===== config.mk =====
export PLATFORM = sky130hd
export DESIGN_NAME = uart_rx_mode3
export DESIGN_NICKNAME = d
export VERILOG_FILES = /design/src/rtl/uart_rx_mode3.sv
export SDC_FILE = /design/constraint.sdc
export NUM_CORES = 1
export LEC_CHECK = 0
export ABC_CLOCK_PERIOD_IN_PS = 2830
export BUFFER_PORTS_ARGS = -buffer_cell sky130_fd_sc_hd__buf_4
export CORE_ASPECT_RATIO = 0.8
export CORE_MARGIN = 1.5
export CORE_UTILIZATION = 53
export DETAILED_ROUTE_END_ITERATION = 10
export PLACE_DENSITY = 0.75
export SLEW_MARGIN = 20
export SYNTH_ARGS = -nofsm -noshare
export SYNTH_HDL_FRONTEND = slang
export SYNTH_SLANG_ARGS = --single-unit

===== constraint.sdc =====
create_clock -name clk -period 2.83 [get_ports clk]
set_input_delay 0.566 -clock clk [delete_from_list [all_inputs] [get_ports clk]]
set_output_delay 0.566 -clock clk [all_outputs]
set_load 0.02 [all_outputs]

===== src/rtl/uart_rx_mode3.sv =====
// rtl/uart_rx_mode3.sv - 8051-style mode-3 (11-bit frame) serial receiver with SM2 filter
module uart_rx_mode3 #(
    parameter int CLK_PER_BIT = 5208
) (
    input  logic       clk,
    input  logic       rst_n,
    input  logic       rx,
    input  logic       ren,
    input  logic       sm2,
    input  logic       ri_clr,
    output logic [7:0] rx_data,
    output logic       rb8,
    output logic       ri,
    output logic       frame_err,
    output logic       overrun
);

    typedef enum logic [2:0] {
        IDLE  = 3'd0,
        START = 3'd1,
        DATA  = 3'd2,
        BIT9  = 3'd3,
        STOP  = 3'd4
    } state_t;

    localparam logic [13:0] LAST = 14'(CLK_PER_BIT - 1);
    localparam logic [13:0] HALF = 14'(CLK_PER_BIT / 2);

    state_t      state_q, state_d;
    logic [13:0] clk_cnt_q, clk_cnt_d;
    logic [2:0]  bit_idx_q, bit_idx_d;
    logic [7:0]  shift_q, shift_d;
    logic        bit9_q, bit9_d;
    logic [1:0]  samp_q, samp_d;
    logic        rx_meta_q, rx_s_q, rx_prev_q;
    logic [7:0]  rx_data_q, rx_data_d;
    logic        rb8_q, rb8_d;
    logic        ri_q, ri_d;
    logic        frame_err_q, frame_err_d;
    logic        overrun_q, overrun_d;

    logic maj;
    logic at_h_m1, at_h, at_h_p1, at_end;

    assign rx_data   = rx_data_q;
    assign rb8       = rb8_q;
    assign ri        = ri_q;
    assign frame_err = frame_err_q;
    assign overrun   = overrun_q;

    // Sample-point decode; the majority vote uses the two stored samples plus the live one
    always_comb begin
        at_h_m1 = (clk_cnt_q == HALF - 14'd1);
        at_h    = (clk_cnt_q == HALF);
        at_h_p1 = (clk_cnt_q == HALF + 14'd1);
        at_end  = (clk_cnt_q == LAST);
        maj     = (samp_q[0] & samp_q[1]) | (samp_q[0] & rx_s_q) | (samp_q[1] & rx_s_q);
    end

    // Next-state, bit assembly and the stop-bit load/filter decision
    always_comb begin
        state_d     = state_q;
        clk_cnt_d   = at_end ? 14'd0 : clk_cnt_q + 14'd1;
        bit_idx_d   = bit_idx_q;
        shift_d     = shift_q;
        bit9_d      = bit9_q;
        samp_d      = samp_q;
        rx_data_d   = rx_data_q;
        rb8_d       = rb8_q;
        ri_d        = ri_q;
        frame_err_d = 1'b0;
        overrun_d   = overrun_q;

        if (ri_clr) begin
            ri_d      = 1'b0;
            overrun_d = 1'b0;
        end

        if (at_h_m1) samp_d[0] = rx_s_q;
        if (at_h)    samp_d[1] = rx_s_q;

        case (state_q)
            IDLE: begin
                clk_cnt_d = 14'd0;
                bit_idx_d = 3'd0;
                if (ren && rx_prev_q && !rx_s_q) begin
                    state_d = START;
                end
            end
            START: begin
                if (at_h_p1 && maj) begin
                    state_d   = IDLE;
                    clk_cnt_d = 14'd0;
                end else if (at_end) begin
                    state_d = DATA;
                end
            end
            DATA: begin
                if (at_h_p1) shift_d = {maj, shift_q[7:1]};
                if (at_end) begin
                    if (bit_idx_q == 3'd7) begin
                        state_d = BIT9;
                    end else begin
                        bit_idx_d = bit_idx_q + 3'd1;
                    end
                end
            end
            BIT9: begin
                if (at_h_p1) bit9_d = maj;
                if (at_end) state_d = STOP;
            end
            STOP: begin
                // Decide at the stop-bit sample point so a back-to-back start edge is not missed
                if (at_h_p1) begin
                    state_d   = IDLE;
                    clk_cnt_d = 14'd0;
                    if (!maj) begin
                        frame_err_d = 1'b1;
                    end else if (ri_q) begin
                        overrun_d = 1'b1;
                    end else if (sm2 && !bit9_q) begin
                        ri_d = ri_d;
                    end else begin
                        rx_data_d = shift_q;
                        rb8_d     = bit9_q;
                        ri_d      = 1'b1;
                    end
                end
            end
            default: begin
                state_d   = IDLE;
                clk_cnt_d = 14'd0;
            end
        endcase
    end

    // Input synchronizer, edge history and all registered state
    always_ff @(posedge clk or negedge rst_n) begin
        if (!rst_n) begin
            rx_meta_q   <= 1'b1;
            rx_s_q      <= 1'b1;
            rx_prev_q   <= 1'b1;
            state_q     <= IDLE;
            clk_cnt_q   <= 14'd0;
            bit_idx_q   <= 3'd0;
            shift_q     <= 8'd0;
            bit9_q      <= 1'b0;
            samp_q      <= 2'b11;
            rx_data_q   <= 8'd0;
            rb8_q       <= 1'b0;
            ri_q        <= 1'b0;
            frame_err_q <= 1'b0;
            overrun_q   <= 1'b0;
        end else begin
            rx_meta_q   <= rx;
            rx_s_q      <= rx_meta_q;
            rx_prev_q   <= rx_s_q;
            state_q     <= state_d;
            clk_cnt_q   <= clk_cnt_d;
            bit_idx_q   <= bit_idx_d;
            shift_q     <= shift_d;
            bit9_q      <= bit9_d;
            samp_q      <= samp_d;
            rx_data_q   <= rx_data_d;
            rb8_q       <= rb8_d;
            ri_q        <= ri_d;
            frame_err_q <= frame_err_d;
            overrun_q   <= overrun_d;
        end
    end

endmodule


==> metrics.yaml, run 1 <==
route:
  wl_mm: 3.99
  wl_per_cell_um: 15.3
  drt_iter0_drc: 116
  detail-route-antenna-nets: 0
  drtPass1Iterations: 4
  viasPerCell: 5.70
  drc: 0
  num_vias: 1488
floorplanning:
  ios: 18
  start_util_pct: 56.1
  dieArea_mm2: 0.00444
  die_x_um: 74.2
  dieHeight_um: 59.9
  core_mm2: 0.00383
  rows: 20
logic_synthesis:
  netlist_instances: 183
  async_reset_ff_share_pct: 100
  synth_fp_nets: 194
  synth.distinct_cells: 42
  synth_top_cell_area_share_pct: 47.8
  syn_area_per_cell_um2: 11.7
  synth_flop_cell: "dfrtp_1"
  yosysTopAreaCell: "dfrtp_1"
  synth-seq-area-share_pct: 53.9
  yosysMostFrequentCell: "dfrtp_1"
  synth_seq_cells: 46
  synthTopCellsByArea: "dfrtp_1 48%, mux2_2 10%, dfstp_2 6.1%, xor2_1 3.3%, ha_1 2.9%"
  synth.cells.most_frequent: "41 x dfrtp_1, 20 x mux2_2, 11 x nand3_1, 9 x nor2_1, 8 x xor2_1"
  synthesis.area_mm2: 0.00215
  yosys_warnings: 0
  synth-edff-count: 0
final_layout:
  stdcell_count: 261
  fin_nets: 216
  area_growth_pct: 14.5
  drive_gt1_share_pct: 29.6
  diodes: 0
  num-fill-cells: 311
cts:
  numCtsBuffers: 5
  cts.sinks: 46
  cts_root_buffer: "clkbuf_8"
  cts_hold_buf: 0
  clk_pin_slew_worst_paths_ns: 0.09
  cts_max_path_buffers: 2
  htree_levels: 2
  insertion_delay_ns: 0.30
  cts_tree: "done"
run:
  cap_violations: 0
worst_setup_path:
  arrival_ns: 2.85
  path_cells: "or4b_2 > or4_4 > a2111oi_4 > buf_4 > mux2_2"
  crit_path_start: "clk_cnt_q[6]$_DFF_PN0_"
  criticalPathCategory: "reg -> reg"
  required_ns: 3.02
  max_stage_delay_ns: 0.68
  crit_fanout: 10
  cp-end-kind: "register"
  regToRegStartpoint: "clk_cnt_q[6]$_DFF_PN0_"
  start_kind: "register"
  slowest_stage: "or4b_2"
global_route:
  grt_pass1_vias: 1465
  grt_pass1_wl_mm: 6.86
  grt_max_degree: 47
  antenna_found_initial: 0
  grt_use_total_pct: 20.6
  globalRoute.totalOverflow: 0
placed_design:
  place_congestion: 0.817
  placed_cells: 253
  portBuffers: 17
  dp_hpwl_mm: 2.94
run_status:
  outcome: "finished clean"
timing:
  timing.final.crit_period_ns: 2.66
  finalHoldViolations: 0
  tightestPinTransition_ns: 0.729
  slew_headroom_pct: 51.0
  setup_violations: 0
  fin_skew_ns: 0.00451
  max_freq_mhz: 376
  finalCritPeriodShare_pct: 93.9
  final_max_slew_viol_count: 0
  setup_tns_ns: 0
  rsz0062_at_grt: "no"
pwr:
  powerDensity_mw_per_mm2: 452
  leakagePower_nw: 1.12
  ir_drop_mv: 0.406
min_path:
  min_path_type: "in -> async"
placed cells by master (no fill, tap or decap), types with 2 or more instances in the layout:
cell      netlist  final
nand2_1         6      6
inv_1           6      6
nand4_1         3      3
a21oi_1         6      6
nor2b_1         2      2
dfstp_2         5      5
or3_1           3      3
nor2_1          9      9
dfrtp_1        41     41
xnor2_1         2      2
xor2_1          8      8
a211oi_1        6      6
and4_1          2      2
or4b_2          2      2
nor3_1          3      3
mux2_2         20     20
nand3_1        11     11
ha_1            5      5
nor3b_1         2      2
clkbuf_8        0      6
buf_4           1     23
nand4b_1        2      2
o21ai_0         7      7
and3_1          3      3
o31ai_1         2      2
nand3b_1        2      2
layer usage:
layer  track usage, %  share of wire (%)  wire, µm
met1             29.4                 47      1890
met2             31.0                 45      1810
met3             4.55                6.3       251
met4             7.14                1.2        47
met5                0                  0         0
cells by family (layout without fill, tap and decap cells):
group	after synthesis	in the layout	share of synthesized area, %
buffers and inverters	14	37	2.62
xor gates and xnor gates	10	10	4.08
muxes	20	20	10.5
adders and majority gates	6	6	3.38
AOI/OAI and AO/OA	31	31	10.4
and+or+nand+nor	56	56	15.2
DFF	46	46	53.9
worst max-delay path, delay by kind of cell (launching register included):
kind	cells	cell delay (ns)
buffers and inverters	1	0.24
AO/OA/AOI/OAI	1	0.29
AND/OR/NAND/NOR	2	1.25
flip-flops	1	0.42
multiplexers	1	0.35
worst paths after layout:
check                                         endpoint  slack (ns)  depth (start not counted)
worst max-delay path            rx_data[5]$_DFFE_PN0P_        0.17                          5
min in group clk                      rx_s_q$_DFF_PN1_        0.36                          0
worst max register to register  rx_data[5]$_DFFE_PN0P_        0.17                          5
max in group asynchronous        samp_q[1]$_DFFE_PN1N_        2.20                          1
worst min-delay path            shift_q[4]$_DFFE_PN0P_        0.25                          1
worst min register to register        rx_s_q$_DFF_PN1_        0.36                          0
registers in the layout (all words and copies together) (netlist names):
register   flops
bit9_q         1
state_q        3
shift_q        8
rb8            1
rx_data        8
clk_cnt_q     14
ri             1
bit_idx_q      3
rx_s_q         1
rx_prev_q      1
rx_meta_q      1
samp_q         2
frame_err      1
overrun        1
stage by stage:
stage | cell area, µm² | utilization (%) | setup WS, ns | total power [mW] | hold slack [ns]
2_1_floorplan | 2150 | - | 0.0631 | 0.676 | 0.270
3_3_place_gp | 2350 | 61.5 | 0.155 | 0.694 | 0.346
3_5_place_dp | 2350 | 61.5 | 0.0893 | 0.695 | 0.347
4_1_cts | 2450 | 64.1 | 0.0776 | 1.12 | 0.274
5_1_grt | 2460 | 64.2 | 0.113 | 1.15 | 0.294
6_report | 2460 | 64.2 | 0.173 | 1.11 | 0.248
repair_timing:
action,4_1_cts,5_1_grt
resized for setup,0,1
setup buffers,0,0
setup endpoints to repair,0,9
where the power goes:
group | leakage (nW) | switching [mW] | internal [mW]
Sequential | 0.606 | 0.00122 | 0.661
Clock | 0.0478 | 0.228 | 0.201
Combinational | 0.471 | 0.0141 | 0.00536
Total | 1.12 | 0.243 | 0.867
cell type report:
cell class | instances | area (µm²) | area share [%]
Timing Repair Buffer | 23 | 173 | 7.03
Inverter | 6 | 22.5 | 0.916
Tap cell | 55 | 68.8 | 2.80
Clock buffer | 6 | 82.6 | 3.36
Clock inverter | 2 | 16.3 | 0.662
Multi-Input combinational cell | 123 | 937 | 38.1
Sequential cell | 46 | 1160 | 47.1
(Power assumes the default switching activity.)
==> inputs of run 2 (changes only) <==
PLACE_DENSITY = 0.71   (was 0.75)
==> run 2 against run 1 <==
- sequential cell count did not move
- largest cell class unchanged
- critical path type unchanged
- total power rose by 2.6%
- hold slack improved by 0.0092 ns
- routed wire length rose by 2.0%
- clock skew barely moved
- global-route usage rose by 0.89 points
- critical path depth did not move
==> metrics.yaml, run 2 (same netlist as run 1, synthesis figures left out) <==
worst_setup_path:
  required_ns: 3.02
  reg2reg_depth: 5
  crit_fanout: 9
  cp_top_family: "simple AND/OR/NAND/NOR gates"
  crit_buf_inv: 1
  slowest_stage: "or4b_2"
  path_cells: "or4b_2 > or4_4 > a2111oi_4 > buf_4 > mux2_2"
  max_stage_delay_ns: 0.69
  arrival_ns: 2.86
  reg2reg_slack_ns: 0.16
  cp-end-kind: "register"
  start_kind: "register"
  cp_num_cells: 5
  criticalPathCategory: "reg -> reg"
run_status:
  outcome: "finished clean"
min_path:
  min_path_type: "in -> async"
route:
  num_vias: 1492
  drtPass1Iterations: 4
  wl_mm: 4.08
  wl_per_cell_um: 15.6
  viasPerCell: 5.69
  drt_iter0_drc: 80
  drc: 0
  detail-route-antenna-nets: 0
cts:
  insertion_delay_ns: 0.30
  cts_hold_buf: 0
  numCtsBuffers: 5
  cts_root_buffer: "clkbuf_8"
  cts.sinks: 46
  clk_pin_slew_worst_paths_ns: 0.08
  cts_tree: "done"
  post_cts_buffers: 0
  htree_levels: 2
  cts_max_path_buffers: 2
floorplanning:
  ios: 18
  die_x_um: 74.2
  dieHeight_um: 59.9
  core_mm2: 0.00383
  start_util_pct: 56.1
  rows: 20
  dieArea_mm2: 0.00444
global_route:
  grt_pass1_wl_mm: 6.95
  globalRoute.totalOverflow: 0
  antenna_found_initial: 0
  grt_max_degree: 47
  grt_use_total_pct: 21.4
  grt_pass1_vias: 1467
final_layout:
  largest_register_ffs: 14
  final_common_cell: "dfrtp_1"
  final_cell_mix: "41 x dfrtp_1, 24 x buf_4, 20 x mux2_2, 11 x nand3_1, 9 x nor2_1"
  num-fill-cells: 306
  fin_nets: 217
  final_util_pct: 64.7
  top_register: "clk_cnt_q"
  area_growth_pct: 15.3
  diodes: 0
  seq_area_mm2: 0.00116
  multi_input_area_um2: 937
  drive_gt1_share_pct: 30.0
timing:
  setup_ws_ns: 0.161
  rsz0062_at_grt: "no"
  setup_violations: 0
  finalHoldViolations: 0
  setup_tns_ns: 0
  finalCritPeriodShare_pct: 94.3
  slew_headroom_pct: 48.8
  tightestPinTransition_ns: 0.761
  fin_skew_ns: 0.00449
  worst_hold_slack_ns: 0.257
  max_freq_mhz: 375
  timing.final.crit_period_ns: 2.67
  final_max_slew_viol_count: 0
pwr:
  ir_drop_mv: 0.389
  leakagePower_nw: 1.14
  powerDensity_mw_per_mm2: 460
placed_design:
  portBuffers: 17
  place_congestion: 0.813
  dp_hpwl_mm: 2.96
  post-place-ws_ns: 0.0665
run:
  cap_violations: 0
[run 2: cell count changes in the layout (fill, tap and decap cells not counted), sizes merged]
cell      before  now
clkbuf         6    8
buf           23   24
clkinvlp       1    0
inv            7    6
[run 2: final cells by class]
cell class	instances	share of cell area, %
tap	55	2.78
multi-input combinational	123	37.8
inverter	6	0.910
timing repair buffer	24	7.28
sequential	46	46.7
clock buffer	8	4.45
[run 2: where the power goes]
group          switching, mW  internal [mW]  total [mW]  leakage [nW]
logic                 0.0140        0.00535      0.0194         0.476
registers            0.00134          0.661       0.662         0.606
clock network          0.211          0.247       0.458        0.0575
total                  0.227          0.913        1.14          1.14
[run 2: path summary, 6_finish.rpt]
check | startpoint | end
setup reg to reg | clk_cnt_q[7]$_DFF_PN0_ | rx_data[5]$_DFFE_PN0P_
min in group clk | rx | rx_meta_q$_DFF_PN1_
hold / removal | rst_n | state_q[0]$_DFFE_PN0P_
hold reg to reg | rx_meta_q$_DFF_PN1_ | rx_s_q$_DFF_PN1_
max in group asynchronous | rst_n | rx_s_q$_DFF_PN1_
setup / recovery | clk_cnt_q[7]$_DFF_PN0_ | rx_data[5]$_DFFE_PN0P_
[run 2: worst register-to-register path: cells and delay by family (launching register included)]
family	cells	cell delay, ns
and+or+nand+nor	2	1.26
DFF	1	0.38
muxes	1	0.35
AOI/OAI and AO/OA	1	0.33
buffers and inverters	1	0.24
[run 2: what timing repair did]
item                                   CTS  global route
resized for setup                        0             1
endpoints found under the hold margin    0             0
setup endpoints to repair                0             9
[run 2: per-layer routing]
metal	vias up	global-route usage, %	share of wire (%)
li1	709	-	-
met1	749	29.4	47
met2	26	31.9	47
met3	8	5.40	3.9
met4	0	10.3	2.0
met5	-	0	0
[run 2: stage by stage]
stage	instance area, µm²	cells	power, mW
2_1_floorplan	2150	183	0.676
3_3_place_gp	2360	254	0.694
3_5_place_dp	2360	254	0.695
4_1_cts	2470	262	1.15
5_1_grt	2480	262	1.18
6_report	2480	262	1.14
